File: src/rtl/seq_detector_param.sv
// Parametrised serial pattern detector with runtime Moore/Mealy and overlap selection,
// saturating match counter and a 4-digit multiplexed hex display (digit 0 = state).
module seq_detector_param #(
  parameter int             N       = 6,
  parameter logic [N-1:0]   PATTERN = 6'b010110,
  parameter int             CNT_W   = 16,
  parameter int             REFRESH = 100000
) (
  input  logic             clk,
  input  logic             reset,
  input  logic             step,
  input  logic             X,
  input  logic             M,
  input  logic             OVL,
  output logic             Z,
  output logic [CNT_W-1:0] match_cnt,
  output logic [6:0]       seg,
  output logic [3:0]       anode
);

  localparam int            RW       = $clog2(REFRESH);
  localparam logic [3:0]    N4       = 4'(N);
  localparam logic [RW-1:0] REF_LAST = RW'(REFRESH - 1);

  logic [N-1:0]     hist_q, hist_d;
  logic [3:0]       vcnt_q, vcnt_d;
  logic             zq_q, zq_d;
  logic [CNT_W-1:0] cnt_q, cnt_d;
  logic [RW-1:0]    refresh_q, refresh_d;
  logic [1:0]       digit_q, digit_d;
  logic [3:0]       anode_q, anode_d;
  logic [6:0]       seg_q, seg_d;

  logic [N-1:0]     win;
  logic             hit;
  logic [3:0]       sv;
  logic [N-1:0]     sv_mask;
  logic [11:0]      cnt12;
  logic [3:0]       digit_val;

  function automatic logic [6:0] hex7(input logic [3:0] v);
    logic [6:0] s;
    case (v)
      4'h0: s = 7'b0000001;
      4'h1: s = 7'b1001111;
      4'h2: s = 7'b0010010;
      4'h3: s = 7'b0000110;
      4'h4: s = 7'b1001100;
      4'h5: s = 7'b0100100;
      4'h6: s = 7'b0100000;
      4'h7: s = 7'b0001111;
      4'h8: s = 7'b0000000;
      4'h9: s = 7'b0000100;
      4'hA: s = 7'b0001000;
      4'hB: s = 7'b1100000;
      4'hC: s = 7'b0110001;
      4'hD: s = 7'b1000010;
      4'hE: s = 7'b0110000;
      default: s = 7'b0111000;
    endcase
    return s;
  endfunction

  assign win = {hist_q[N-2:0], X};
  assign hit = (vcnt_q >= (N4 - 4'd1)) && (win == PATTERN);

  // Longest valid suffix of the history that is a prefix of the pattern.
  always_comb begin
    sv      = '0;
    sv_mask = '0;
    if (zq_q) begin
      sv = N4;
    end else begin
      for (int k = 1; k < N; k++) begin
        sv_mask = {N{1'b1}} >> (N - k);
        if ((4'(k) <= vcnt_q) &&
            ((hist_q & sv_mask) == ((PATTERN >> (N - k)) & sv_mask))) begin
          sv = 4'(k);
        end
      end
    end
  end

  always_comb begin
    hist_d = hist_q;
    vcnt_d = vcnt_q;
    zq_d   = zq_q;
    cnt_d  = cnt_q;
    if (step) begin
      hist_d = win;
      vcnt_d = (vcnt_q == N4) ? N4 : vcnt_q + 4'd1;
      zq_d   = hit;
      if (hit) begin
        if (!OVL) begin
          vcnt_d = '0;
        end
        if (cnt_q != {CNT_W{1'b1}}) begin
          cnt_d = cnt_q + CNT_W'(1);
        end
      end
    end
  end

  generate
    if (CNT_W >= 12) begin : g_cnt_wide
      assign cnt12 = cnt_q[11:0];
    end else begin : g_cnt_narrow
      assign cnt12 = {{(12 - CNT_W){1'b0}}, cnt_q};
    end
  endgenerate

  // seg and anode are computed for the upcoming digit so both flip in the same cycle.
  always_comb begin
    refresh_d = refresh_q + RW'(1);
    digit_d   = digit_q;
    if (refresh_q == REF_LAST) begin
      refresh_d = '0;
      digit_d   = digit_q + 2'd1;
    end
    case (digit_d)
      2'd0:    digit_val = sv;
      2'd1:    digit_val = cnt12[3:0];
      2'd2:    digit_val = cnt12[7:4];
      default: digit_val = cnt12[11:8];
    endcase
    anode_d = ~(4'b0001 << digit_d);
    seg_d   = hex7(digit_val);
  end

  always_ff @(posedge clk) begin
    if (reset) begin
      hist_q    <= '0;
      vcnt_q    <= '0;
      zq_q      <= 1'b0;
      cnt_q     <= '0;
      refresh_q <= '0;
      digit_q   <= 2'd0;
      anode_q   <= 4'b1110;
      seg_q     <= 7'b0000001;
    end else begin
      hist_q    <= hist_d;
      vcnt_q    <= vcnt_d;
      zq_q      <= zq_d;
      cnt_q     <= cnt_d;
      refresh_q <= refresh_d;
      digit_q   <= digit_d;
      anode_q   <= anode_d;
      seg_q     <= seg_d;
    end
  end

  assign Z         = M ? hit : zq_q;
  assign match_cnt = cnt_q;
  assign seg       = seg_q;
  assign anode     = anode_q;

endmodule

File: config.mk
export PLATFORM = sky130hd
export DESIGN_NAME = seq_detector_param
export DESIGN_NICKNAME = d
export VERILOG_FILES = /design/src/rtl/seq_detector_param.sv
export SDC_FILE = /design/constraint.sdc
export NUM_CORES = 1
export LEC_CHECK = 0
export CORE_MARGIN = 3
export CORE_UTILIZATION = 60
export DETAILED_ROUTE_END_ITERATION = 6
export MAX_ROUTING_LAYER = met4
export PLACE_DENSITY = 0.85
export SLEW_MARGIN = 0
export SYNTH_ARGS = -nofsm -noshare
export SYNTH_HDL_FRONTEND = slang
export SYNTH_SLANG_ARGS = --single-unit
File: constraint.sdc
create_clock -name clk -period 4.31 [get_ports clk]
set_input_delay 1.0775 -clock clk [delete_from_list [all_inputs] [get_ports clk]]
set_output_delay 1.0775 -clock clk [all_outputs]
set_load 0.005 [all_outputs]
==> metrics.yaml <==
status: "finished clean"
drtPass1Iterations: 4
via_count: 2401
antenna_found_initial: 0
initialDrtViolationCount: 138
clk_pin_slew_ns: 0.10
grt_util_all_layers: 0.2135
synthArstFlopShare: 0
synthFlopType: "dfxtp_1"
whs_ns: 0.4875
antenna_cells: 0
cts_buffers: 5
cts_resized: 0
min_path_type: "reg2reg"
dpl_cell_area_sq_um: 3309
min-delay-start: "refresh_q[0]$_SDFF_PP0_"
path_buf_inv: 2
crit_start: "X"
cts_max_level: 2
path_cells: "clkdlybuf4s50_1 > nor2b_1 > o211a_1 > mux2_2 > clkdlybuf4s50_1"
root_buffer: "clkbuf_8"
routed_via_density: 5.717
ctsHoldBuffers: 0
slowest_stage: "clkdlybuf4s50_1"
synth_top_family_by_area: "simple AND/OR/NAND/NOR gates"
drive_above_1_share: 0.07324
yosysWarnings: 0
route.final.wire_length_mm: 5.916
io_pins: 34
routedWlPerCell_um: 14.09
cts.sinks: 56
clockBufferDepth: 2
areaGrowthSynthToFinish_pct: 15.16
port_buffers: 33
slowest_delay_ns: 0.50
grt_setup_unrepaired: "false"
cts_tree: "done"
die_h_um: 76.17
worst_slack_ns: 0.7471
worst_ir_drop_vdd_mv: 0.1937
synth_compound_area_frac: 0.1237
drv_cap: 0
yosysSeqAreaShare: 0.3795
grt_overflow_total: 0
synth_seq_cells: 56
drc_errors: 0
place_ws_ns: 0.7423
synthSimpleGateAreaFrac: 0.2613
crit_family: "buffers and inverters"
period_share: 0.8267
instances_no_fill: 420
dp.cells: 412
crit_type: "in2out"
slew_headroom: 0.6244
die_area_sq_um: 5801
gp_congestion: 0.8486
synthXorXnorAreaFrac: 0.08598
ant_nets: 0
power_density_nw_per_um2: 257.8
synthAdderAreaFrac: 0.04235
period_minus_slack_ns: 3.563
setup.worst_path.end_class: "output pin"
die_w_um: 76.17
netlist_instances: 325
synth.distinct_cells: 65
final_area_sq_um: 3402
worst_slew_pin_slew_ns: 0.5621
cp-start-kind: "primary input"
synth_edf_count: 0
tns_ns: 0
layout.nets: 370
synthesis.nets: 341
synth_area_sq_um: 2954
clock_latency_ns: 0.31
grt_max_degree: 37
final_hold_viol_count: 0
max_freq_mhz: 280.7
fin_worst_skew_ns: 0.006767
path_common_cell: "clkdlybuf4s50_1"
crit_arrival_ns: 2.49
postCtsSetupBuffers: 0
setup_viol: 0
path_max_fanout: 2
grt_pass1_wl_mm: 10.12
dp_hpwl_mm: 4.227
drv_slew: 0
core_sq_um: 4564
synth_mux_area_frac: 0.06650
num_rows: 24
reg2reg_from: "refresh_q[0]$_SDFF_PP0_"
critPathRequiredTime_ns: 3.23
initial_core_util: 0.6472
leakage_nw: 1.198
syn_avg_cell_area_sq_um: 9.089
grt_pass1_vias: 2154
synth_stat cells (all sizes together), types with 3 or more instances:
master	count	share of area
nand4	8	0.019
dfxtp	56	0.38
nor2b	3	0.0064
clkbuf	9	0.011
ha	10	0.042
nand2	20	0.025
mux2i	15	0.055
a221oi	3	0.011
or3	9	0.019
a211oi	3	0.0076
buf	4	0.013
nand3	13	0.022
nor2	45	0.057
a21oi	11	0.019
nor3	10	0.019
nor4b	3	0.0089
xnor2	16	0.056
xor2	10	0.030
o21ai	10	0.017
and4	4	0.013
and3	7	0.015
inv	13	0.017
nand2b	5	0.011
per-stage QoR:
step	utilization	total power, W
after floorplan	-	0.0005784
after global placement	0.7251	0.0005951
after detailed placement	0.7251	0.0005972
after CTS	0.7453	0.0008829
after global routing	0.7453	0.0009123
final	0.7453	0.0008769
path summary, 6_finish.rpt:
kind | cells after the start | end | slack [ns]
worst min register to register | 1 | refresh_q[0]$_SDFF_PP0_ | 0.49
worst max register to register | 10 | seg[3]$_SDFF_PP0_ | 1.21
worst max-delay path | 5 | Z | 0.75
worst min-delay path | 1 | refresh_q[0]$_SDFF_PP0_ | 0.49
power breakdown:
group	switching (W)	internal, W
combinational	0.0000282	0.0000254
sequential	0.00000788	0.000524
clock	0.000176	0.000115
logic make-up (layout without fill, tap and decap cells):
kind of cell               Yosys count  after routing
muxes                               17             17
DFF                                 56             56
buffers and inverters               26             56
adders and majority gates           10             10
AOI/OAI and AO/OA                   47             47
and+or+nand+nor                    143            143
xor gates and xnor gates            26             26
layout make-up:
type | instances | area (sq um)
fill | 388 | 1162
multi-input combinational | 243 | 1713
clock buffer | 5 | 68.82
tap | 65 | 81.33
sequential | 56 | 1121
timing repair buffer | 35 | 345.3
inverter | 13 | 48.80
clock inverter | 3 | 23.77
worst reg2reg max path: cells and delay by family (launching register included):
kind / cells / cell delay (ns)
AOI/OAI and AO/OA: 2 / 0.50
and+or+nand+nor: 3 / 0.91
xor gates and xnor gates: 1 / 0.20
muxes: 1 / 0.46
buffers and inverters: 1 / 0.10
DFF: 1 / 0.38
adders and majority gates: 2 / 0.47
placed cells by master, fill, tap and decap left out, types with 10 or more instances in the layout:
cell type / netlist / layout
xor2_1: 10 / 10
nand3_1: 13 / 13
xnor2_1: 14 / 14
ha_1: 10 / 10
nor2_1: 45 / 45
clkdlybuf4s50_1: 0 / 33
a21oi_1: 11 / 11
nand2_1: 20 / 20
dfxtp_1: 56 / 56
inv_1: 12 / 12
mux2i_1: 14 / 14
state kept, by name (all words and copies together) (netlist names):
signal,flops
digit_q,2
refresh_q,17
zq_q,1
match_cnt,16
anode,4
vcnt_q,4
hist_q,5
seg,7
routing by layer:
metal / GRT usage / wire length (um) / up-vias / part of all wire
li1: - / - / 1222 / -
met2: 0.3307 / 2754 / 42 / 0.47
met3: 0.03901 / 141 / 5 / 0.024
met4: 0.05978 / 65 / 0 / 0.011
met1: 0.2875 / 2955 / 1132 / 0.50
met5: - / 0 / - / 0
Note: power is estimated with default switching activity, not from simulation.
